File: config.mk
export PLATFORM = sky130hd
export DESIGN_NAME = sobel_edge_detect
export DESIGN_NICKNAME = d
export VERILOG_FILES = /design/src/rtl/sobel_pkg.sv /design/src/rtl/sobel_axis_grad.sv /design/src/rtl/sobel_edge_detect.sv
export SDC_FILE = /design/constraint.sdc
export NUM_CORES = 1
export LEC_CHECK = 0
export CAP_MARGIN = 20
export CORE_ASPECT_RATIO = 2
export CORE_MARGIN = 2
export CORE_UTILIZATION = 28
export CTS_CLUSTER_DIAMETER = 120
export DETAILED_ROUTE_END_ITERATION = 10
export PLACE_DENSITY_LB_ADDON = 0.05
export REMOVE_ABC_BUFFERS = 1
export SYNTH_ARGS = -nofsm -noshare
export SYNTH_HDL_FRONTEND = slang
export SYNTH_SLANG_ARGS = --single-unit
File: constraint.sdc
create_clock -name video_clk -period 4.15 [get_ports video_clk]
set_input_delay 0.415 -clock video_clk [delete_from_list [all_inputs] [get_ports video_clk]]
set_output_delay 0.415 -clock video_clk [all_outputs]
set_load 0.01 [all_outputs]
File: src/rtl/sobel_pkg.sv
// Shared widths and helpers for the Sobel edge detector.
// sat_u8 clamps an 11-bit magnitude sum to the 8-bit pixel range.
package sobel_pkg;

  localparam int SOBEL_SUM_W  = 10;
  localparam int SOBEL_DIFF_W = 11;
  localparam int SOBEL_MAG_W  = 8;
  localparam int PIPE_LAT     = 3;

  function automatic logic [SOBEL_MAG_W-1:0] sat_u8(input logic [SOBEL_DIFF_W-1:0] v);
    return (v > 11'd255) ? 8'hFF : v[SOBEL_MAG_W-1:0];
  endfunction

endpackage

File: src/rtl/sobel_axis_grad.sv
// One Sobel axis: weighted sums of the positive and negative tap triples (stage 1),
// then the absolute difference (stage 2). 2-cycle latency, no backpressure.
module sobel_axis_grad
  import sobel_pkg::*;
(
  input  logic                   clk,
  input  logic                   rst_n,
  input  logic                   in_de,
  input  logic                   s1_de,
  input  logic [7:0]             p0,
  input  logic [7:0]             p1,
  input  logic [7:0]             p2,
  input  logic [7:0]             n0,
  input  logic [7:0]             n1,
  input  logic [7:0]             n2,
  output logic [SOBEL_SUM_W-1:0] grad_abs
);

  logic [SOBEL_SUM_W-1:0]  pos_c, neg_c, pos_q, neg_q, abs_c;
  logic [SOBEL_DIFF_W-1:0] diff_c;

  assign pos_c  = {2'b00, p0} + {1'b0, p1, 1'b0} + {2'b00, p2};
  assign neg_c  = {2'b00, n0} + {1'b0, n1, 1'b0} + {2'b00, n2};
  // two's-complement difference; the low 10 bits of the negation suffice since |diff| <= 1020
  assign diff_c = {1'b0, pos_q} - {1'b0, neg_q};
  assign abs_c  = diff_c[SOBEL_DIFF_W-1] ? (~diff_c[SOBEL_SUM_W-1:0] + 10'd1)
                                         : diff_c[SOBEL_SUM_W-1:0];

  always_ff @(posedge clk or negedge rst_n) begin
    if (!rst_n) begin
      pos_q    <= '0;
      neg_q    <= '0;
      grad_abs <= '0;
    end else begin
      pos_q    <= in_de ? pos_c : '0;
      neg_q    <= in_de ? neg_c : '0;
      grad_abs <= s1_de ? abs_c : '0;
    end
  end

endmodule

File: src/rtl/sobel_edge_detect.sv
// Sobel L1 magnitude and thresholded edge pixel, 3-cycle fixed latency, no stalls.
// Optional SOBEL_BORDER_EN zeroes the outermost ring of pixels of each frame.
module sobel_edge_detect
  import sobel_pkg::*;
#(
  parameter logic [10:0] IMG_WIDTH      = 11'd1920,
  parameter logic [10:0] IMG_HEIGHT     = 11'd1080,
  parameter logic [7:0]  THRESH_DEFAULT = 8'd128
) (
  input  logic       video_clk,
  input  logic       rst_n,
  input  logic       matrix_vs,
  input  logic       matrix_de,
  input  logic [7:0] matrix11,
  input  logic [7:0] matrix12,
  input  logic [7:0] matrix13,
  input  logic [7:0] matrix21,
  input  logic [7:0] matrix22,
  input  logic [7:0] matrix23,
  input  logic [7:0] matrix31,
  input  logic [7:0] matrix32,
  input  logic [7:0] matrix33,
  input  logic [7:0] edge_thresh,
  output logic       sobel_vs,
  output logic       sobel_de,
  output logic [7:0] sobel_mag,
  output logic [7:0] sobel_data
);

  logic                   de_s1, de_s2, vs_s1, vs_s2, vs_rise, border;
  logic [7:0]             thresh_act, mag_c, edge_c;
  logic [SOBEL_SUM_W-1:0] gx_abs, gy_abs;

  // center tap does not contribute to either kernel
  logic [7:0] unused_center;
  assign unused_center = matrix22;

  sobel_axis_grad u_gx (
    .clk(video_clk), .rst_n(rst_n), .in_de(matrix_de), .s1_de(de_s1),
    .p0(matrix13), .p1(matrix23), .p2(matrix33),
    .n0(matrix11), .n1(matrix21), .n2(matrix31),
    .grad_abs(gx_abs)
  );

  sobel_axis_grad u_gy (
    .clk(video_clk), .rst_n(rst_n), .in_de(matrix_de), .s1_de(de_s1),
    .p0(matrix31), .p1(matrix32), .p2(matrix33),
    .n0(matrix11), .n1(matrix12), .n2(matrix13),
    .grad_abs(gy_abs)
  );

  // vs_s1 doubles as the previous-cycle matrix_vs for edge detection
  assign vs_rise = matrix_vs & ~vs_s1;
  assign mag_c   = sat_u8({1'b0, gx_abs} + {1'b0, gy_abs});
  assign edge_c  = (mag_c >= thresh_act) ? 8'hFF : 8'h00;

  always_ff @(posedge video_clk or negedge rst_n) begin
    if (!rst_n) begin
      de_s1      <= 1'b0;
      de_s2      <= 1'b0;
      vs_s1      <= 1'b0;
      vs_s2      <= 1'b0;
      sobel_de   <= 1'b0;
      sobel_vs   <= 1'b0;
      sobel_mag  <= 8'h00;
      sobel_data <= 8'h00;
      thresh_act <= THRESH_DEFAULT;
    end else begin
      de_s1    <= matrix_de;
      de_s2    <= de_s1;
      vs_s1    <= matrix_vs;
      vs_s2    <= vs_s1;
      sobel_de <= de_s2;
      sobel_vs <= vs_s2;
      if (vs_rise) thresh_act <= edge_thresh;
      if (de_s2 && !border) begin
        sobel_mag  <= mag_c;
        sobel_data <= edge_c;
      end else begin
        sobel_mag  <= 8'h00;
        sobel_data <= 8'h00;
      end
    end
  end

`ifdef SOBEL_BORDER_EN
  logic [10:0] x_cnt, y_cnt;

  // counters describe the pixel currently entering stage 3
  always_ff @(posedge video_clk or negedge rst_n) begin
    if (!rst_n) begin
      x_cnt <= '0;
      y_cnt <= '0;
    end else begin
      x_cnt <= de_s2 ? x_cnt + 11'd1 : 11'd0;
      if (vs_rise)
        y_cnt <= '0;
      else if (sobel_de && !de_s2)
        y_cnt <= y_cnt + 11'd1;
    end
  end

  assign border = (x_cnt == 11'd0) || (x_cnt == IMG_WIDTH - 11'd1) ||
                  (y_cnt == 11'd0) || (y_cnt == IMG_HEIGHT - 11'd1);
`else
  logic [21:0] unused_dims;
  assign unused_dims = {IMG_WIDTH, IMG_HEIGHT};
  assign border      = 1'b0;
`endif

endmodule

==> results of run 1 <==
worst paths after layout:
check	slack (ns)	cells after the start	to
worst max-delay path	0.40	20	sobel_data[6]
worst min-delay path	0.14	1	vs_s2
worst max register to register	0.40	20	sobel_data[6]
worst min register to register	0.35	0	sobel_vs
max in group asynchronous	3.21	2	u_gx.neg_q[1]
min in group video_clk	0.35	0	sobel_vs
what timing repair did:
action,4_1_cts,5_1_grt
gates resized for setup,0,3
endpoints found under the setup margin,0,1
buffers inserted,0,0
registers in the layout, indices dropped and copies added, names as in the netlist, 8 cells and up:
register       flops
u_gx.grad_abs     10
u_gx.neg_q        10
u_gx.pos_q        10
u_gy.grad_abs     10
u_gy.neg_q        10
u_gy.pos_q        10
sobel_mag          8
thresh_act         8
metrics by stage:
step | power [W] | std cells | util | hold WS (ns)
global placement | 0.00374 | 957 | 0.339 | 0.338
detailed placement | 0.00377 | 957 | 0.339 | 0.344
floorplan | 0.00297 | 586 | - | 0.119
finish | 0.00456 | 974 | 0.356 | 0.135
CTS | 0.00466 | 973 | 0.354 | 0.160
global route | 0.00501 | 974 | 0.356 | 0.194
cells in the mapped netlist (all sizes together) (3+ instances only):
master / number
and3: 3
a211oi: 5
ha: 76
and2: 48
a21oi: 37
o21a: 13
nand3: 5
clkbuf: 7
nor2: 32
buf: 8
a21o: 16
nor3b: 4
o21bai: 12
inv: 49
nand2: 29
dfrtp: 82
nor2b: 16
nand2b: 3
a21boi: 6
o21ai: 21
xor2: 16
xnor2: 35
fa: 35
nor3: 9
power breakdown:
group | switching [W] | leakage, nW | total (W) | internal, W
Sequential | 0.0000733 | 1.05 | 0.00109 | 0.00101
Combinational | 0.00138 | 2.29 | 0.00261 | 0.00123
Clock | 0.000315 | 0.155 | 0.000857 | 0.000542
Total | 0.00177 | 3.49 | 0.00456 | 0.00279
logic make-up after synthesis:
kind of cell | count (synthesis)
mux | 3
compound gates | 128
fa+ha+maj | 111
flops | 83
xor+xnor | 51
buf+inv | 64
simple gates | 161
final cells by class:
class | instances | area [um^2] | area share
Multi-Input combinational cell | 454 | 3940 | 0.502
Sequential cell | 83 | 2080 | 0.265
Timing Repair Buffer | 96 | 971 | 0.124
Tap cell | 276 | 345 | 0.0440
Clock buffer | 10 | 239 | 0.0305
Inverter | 49 | 184 | 0.0234
Clock inverter | 6 | 88.8 | 0.0113
worst register-to-register path: cells and delay by family, from the launching register on:
kind	cells	cell delay (ns)
compound gates	10	1.58
fa+ha+maj	3	0.77
buf+inv	1	0.05
flops	1	0.33
mux	1	0.34
simple gates	5	0.55
metal layers:
metal / part of all wire / global-route usage / vias to the layer above / routed length [um]
met5: 0 / 0 / - / 0
met4: 0.052 / 0.0844 / 0 / 795
met3: 0.045 / 0.0266 / 27 / 687
met2: 0.62 / 0.296 / 118 / 9480
met1: 0.29 / 0.107 / 2045 / 4380
li1: - / - / 2203 / -
==> flow_summary.json, run 1 <==
{
  "synthXorXnorAreaFrac": 0.0747,
  "synth_top_family_by_area": "adder cells",
  "gr-total-overflow": 0,
  "hold_class": "input port to async pin",
  "yosysSeqAreaShare": 0.331,
  "grt_pass1_vias": 4884,
  "wl_um": 15300,
  "ios": 102,
  "rsz0062_at_grt": "false",
  "synth-simple-area-share": 0.138,
  "max-slew-margin-rel": 0.357,
  "placement.io_buffers": 93,
  "worstSetupPathType": "flip-flop to flip-flop",
  "min_period_ns": 3.75,
  "worst_pin_slew_ns": 0.963,
  "endpoint_kind": "flip-flop",
  "nFillCells": 2271,
  "cp_cell_sequence": "ha_1 -> inv_1 -> fa_1 -> nor2b_1 -> o21ai_1 -> a21boi_1 -> o21ai_1 -> a211oi_2 -> mux2i_2 -> nand2b_1 -> nor2_1 -> ha_1 -> nand2b_1 -> a21o_1 -> a21o_1 -> a21o_1 -> a21oi_1 -> nor2b_1 -> o21ai_0 -> a21oi_1",
  "required_ns": 4.38,
  "status": "finished, final reports clean",
  "dieArea_um2": 23700,
  "grt.total_usage": 0.141,
  "max_freq_ghz": 0.267,
  "place.gp.congestion": 0.910,
  "worst-path-max-fanout": 4,
  "synthToLayoutAreaGrowth_pct": 24.9,
  "tritoncts": "yes",
  "drc": 0,
  "ctsHoldBuffers": 0,
  "synth_edf_count": 0,
  "synthTopCellsByArea": "dfrtp_1 (33%), ha_1 (15%), fa_1 (11%), xnor2_1 (4.9%), and2_1 (4.8%)",
  "ir_drop_mv": 0.254,
  "postRouteAntennaNets": 0,
  "diodes": 0,
  "grt_max_degree": 60,
  "tns_ns": 0,
  "core_area_um2": 22100,
  "layout_common_cells": "clkdlybuf4s50_1 (92), dfrtp_1 (82), ha_1 (76), inv_1 (49), and2_1 (48)",
  "die_w_um": 110,
  "die_y_um": 216,
  "finalSetupViolations": 0,
  "antenna_found_initial": 0,
  "hold_viol": 0,
  "layout_setup_ws_ns": 0.403,
  "fin_worst_skew_ns": 0.00711,
  "worst_path_max_delay_cell": "fa_1",
  "cts.sinks": 83,
  "final.period_utilization": 0.903,
  "post-dp-hpwl_um": 13700,
  "synthMuxAreaShare": 0.00498,
  "wl_per_cell_um": 15.7,
  "ys_async_sr_fraction": 1.00,
  "grt_pass1_wl_um": 24400,
  "via_count": 4393,
  "ys_warn_count": 0,
  "cp_slowest_stage_delay_ns": 0.39,
  "critPathMostFrequentCell": "a21o_1",
  "p_per_area_nw_per_um2": 581,
  "r2r_start": "u_gx.grad_abs[0]",
  "layout.nets": 888,
  "cts_made_buffers": 9,
  "synth_flop_cell": "dfrtp_1",
  "h-tree-depth": 3,
  "initial_core_util": 0.285,
  "finalInstanceArea_um2": 7850,
  "insertion_delay_ns": 0.35,
  "crit_family": "compound AO/OA/AOI/OAI gates",
  "pre_cts_ws_ns": 0.225,
  "routed_via_density": 4.51,
  "syn_area_um2": 6280,
  "clk_pin_slew_ns": 0.06,
  "rows": 77,
  "synth_seq_cells": 83,
  "cts_root_buf": "clkbuf_16",
  "cp_num_buf_inv": 1,
  "synth.avg_cell_area_um2": 10.5,
  "synth_top_area_frac": 0.327,
  "drv_cap": 0,
  "clockBufferDepth": 2,
  "arrival_ns": 3.98,
  "place_area_um2": 7490,
  "drive_gt1_frac": 0.0659,
  "synth_fa_ha_area_frac": 0.263,
  "startpoint": "u_gx.grad_abs[0]",
  "synth_cells": 601,
  "slew_viol_final": 0,
  "yosys.area.top_type": "dfrtp_1",
  "dr.pass1.iters": 4,
  "start_kind": "flip-flop",
  "synth_compound_area_frac": 0.146,
  "final_common_cell": "clkdlybuf4s50_1",
  "drt_iter0_markers": 92,
  "p_leak_nw": 3.49,
  "synth_cell_type_count": 58
}
Power figures use the tool's default switching activity.
==> run 2, diff against run 1 <==
--- a/config.mk
+++ b/config.mk
@@ -8,7 +8,7 @@
 export CAP_MARGIN = 20
 export CORE_ASPECT_RATIO = 2
 export CORE_MARGIN = 2
-export CORE_UTILIZATION = 28
+export CORE_UTILIZATION = 50
 export CTS_CLUSTER_DIAMETER = 120
 export DETAILED_ROUTE_END_ITERATION = 10
 export PLACE_DENSITY_LB_ADDON = 0.05
==> flow_summary.json, run 2 (same netlist as run 1, synthesis figures left out) <==
{
  "max_freq_ghz": 0.268,
  "cts_root_buf": "clkbuf_16",
  "final.period_utilization": 0.900,
  "crit_path_end": "sobel_data[6]",
  "postRouteAntennaNets": 0,
  "postCtsSetupBuffers": 0,
  "post_cts_resized": 0,
  "total_power_w": 0.00464,
  "tritoncts": "yes",
  "initial_core_util": 0.506,
  "cts_made_buffers": 9,
  "via_count": 4437,
  "fin_worst_skew_ns": 0.00567,
  "r2r_start": "u_gy.grad_abs[0]",
  "wl_um": 13200,
  "grt_pass1_wl_um": 22200,
  "crit_cells": 20,
  "h-tree-depth": 3,
  "cp_slowest_stage_delay_ns": 0.39,
  "finalSetupViolations": 0,
  "layout_common_cells": "clkdlybuf4s50_1 (92), dfrtp_1 (82), ha_1 (76), inv_1 (49), and2_1 (48)",
  "critPathMostFrequentCell": "a21o_1",
  "post-dp-hpwl_um": 11000,
  "routed_via_density": 5.22,
  "cp_num_buf_inv": 1,
  "startpoint": "u_gy.grad_abs[0]",
  "core_area_um2": 12400,
  "pre_cts_ws_ns": 0.496,
  "placement.io_buffers": 93,
  "tns_ns": 0,
  "drc": 0,
  "insertion_delay_ns": 0.34,
  "worst_pin_slew_ns": 0.606,
  "endpoint_kind": "flip-flop",
  "place.gp.congestion": 0.895,
  "p_leak_nw": 3.52,
  "arrival_ns": 3.96,
  "antenna_found_initial": 0,
  "crit_family": "compound AO/OA/AOI/OAI gates",
  "hold_class": "flip-flop to flip-flop",
  "die_w_um": 83.3,
  "worstSetupPathType": "flip-flop to flip-flop",
  "reg2reg_slack_ns": 0.42,
  "drt_iter0_markers": 166,
  "grt_pass1_vias": 4587,
  "drv_cap": 0,
  "required_ns": 4.38,
  "dr.pass1.iters": 4,
  "min_period_ns": 3.73,
  "p_per_area_nw_per_um2": 600,
  "clockBufferDepth": 2,
  "rsz0062_at_grt": "false",
  "grt.total_usage": 0.209,
  "gr-total-overflow": 0,
  "status": "finished, final reports clean",
  "slew_viol_final": 0,
  "final_common_cell": "clkdlybuf4s50_1",
  "max-slew-margin-rel": 0.595,
  "drive_gt1_frac": 0.0657,
  "layout_setup_ws_ns": 0.416,
  "diodes": 0,
  "worst_path_max_delay_cell": "fa_1",
  "dieArea_um2": 13500,
  "cp_cell_sequence": "ha_1 -> inv_1 -> fa_1 -> nor2b_1 -> o21ai_1 -> a21boi_0 -> o21ai_0 -> a211oi_2 -> mux2i_1 -> nand2b_1 -> nor2_1 -> ha_1 -> nand2b_1 -> a21o_1 -> a21o_1 -> a21o_1 -> a21oi_1 -> nor2b_1 -> o21ai_0 -> a21oi_1",
  "hold_viol": 0,
  "rows": 58,
  "layout.nets": 890,
  "r2r.worst_path.cells": 20,
  "wl_per_cell_um": 15.5,
  "start_kind": "flip-flop",
  "ios": 102,
  "nFillCells": 1071,
  "ir_drop_mv": 0.356,
  "synthToLayoutAreaGrowth_pct": 23.2,
  "cts.sinks": 83,
  "worst-path-max-fanout": 4,
  "clk_pin_slew_ns": 0.06,
  "r2r-end": "sobel_data[6]",
  "grt_max_degree": 84,
  "hold-worst-slack_ns": 0.365,
  "die_y_um": 163
}
## run 2: worst min path at each step
stage	start	end	slack (ns)	depth (start not counted)
after global placement	vs_s2	sobel_vs	0.33	0
after detailed placement	vs_s2	sobel_vs	0.36	0
after global routing	vs_s2	sobel_vs	0.38	0
after CTS	rst_n	thresh_act[1]	0.30	1
after floorplan	rst_n	de_s1	0.12	0
final	vs_s2	sobel_vs	0.37	0
## run 2: metrics by stage
step | cell area (um^2) | cells | util
6_report | 7740 | 850 | 0.624
3_3_place_gp | 7330 | 831 | 0.591
3_5_place_dp | 7340 | 832 | 0.592
4_1_cts | 7700 | 848 | 0.621
5_1_grt | 7740 | 850 | 0.624
2_1_floorplan | 6200 | 586 | -
## run 2: final cells by class
type	count	area [um^2]	area share
multi-input combinational	454	3940	0.508
sequential	83	2080	0.269
timing repair buffer	98	996	0.129
clock buffer	10	239	0.0309
tap	150	188	0.0243
inverter	49	184	0.0238
clock inverter	6	119	0.0154
## run 2: layer usage
layer | global-route usage | wire, um | vias up | share of wire
li1 | - | - | 2215 | -
met1 | 0.259 | 5580 | 2157 | 0.42
met2 | 0.372 | 7060 | 52 | 0.54
met3 | 0.0375 | 287 | 13 | 0.022
met4 | 0.0604 | 229 | 0 | 0.017
met5 | 0 | 0 | - | 0
## run 2: worst register-to-register path, cell delays in order (launching register included)
cell and delay, ns:
dfrtp_1 0.33, ha_1 0.17, inv_1 0.06, fa_1 0.39
nor2b_1 0.14, o21ai_1 0.08, a21boi_0 0.17, o21ai_0 0.14
a211oi_2 0.25, mux2i_1 0.35, nand2b_1 0.11, nor2_1 0.10
ha_1 0.22, nand2b_1 0.14, a21o_1 0.17, a21o_1 0.17
a21o_1 0.17, a21oi_1 0.16, nor2b_1 0.06, o21ai_0 0.15
a21oi_1 0.08
## run 2: what timing repair did
item,in CTS,in global routing
setup endpoints to repair,0,0
hold buffers,0,1
endpoints found under the hold margin,0,10
## run 2: report_power, final
group / leakage, nW / internal (W) / switching, W
combinational: 2.30 / 0.00123 / 0.00137
sequential: 1.05 / 0.00101 / 0.0000822
clock: 0.176 / 0.000613 / 0.000334
total: 3.52 / 0.00285 / 0.00179
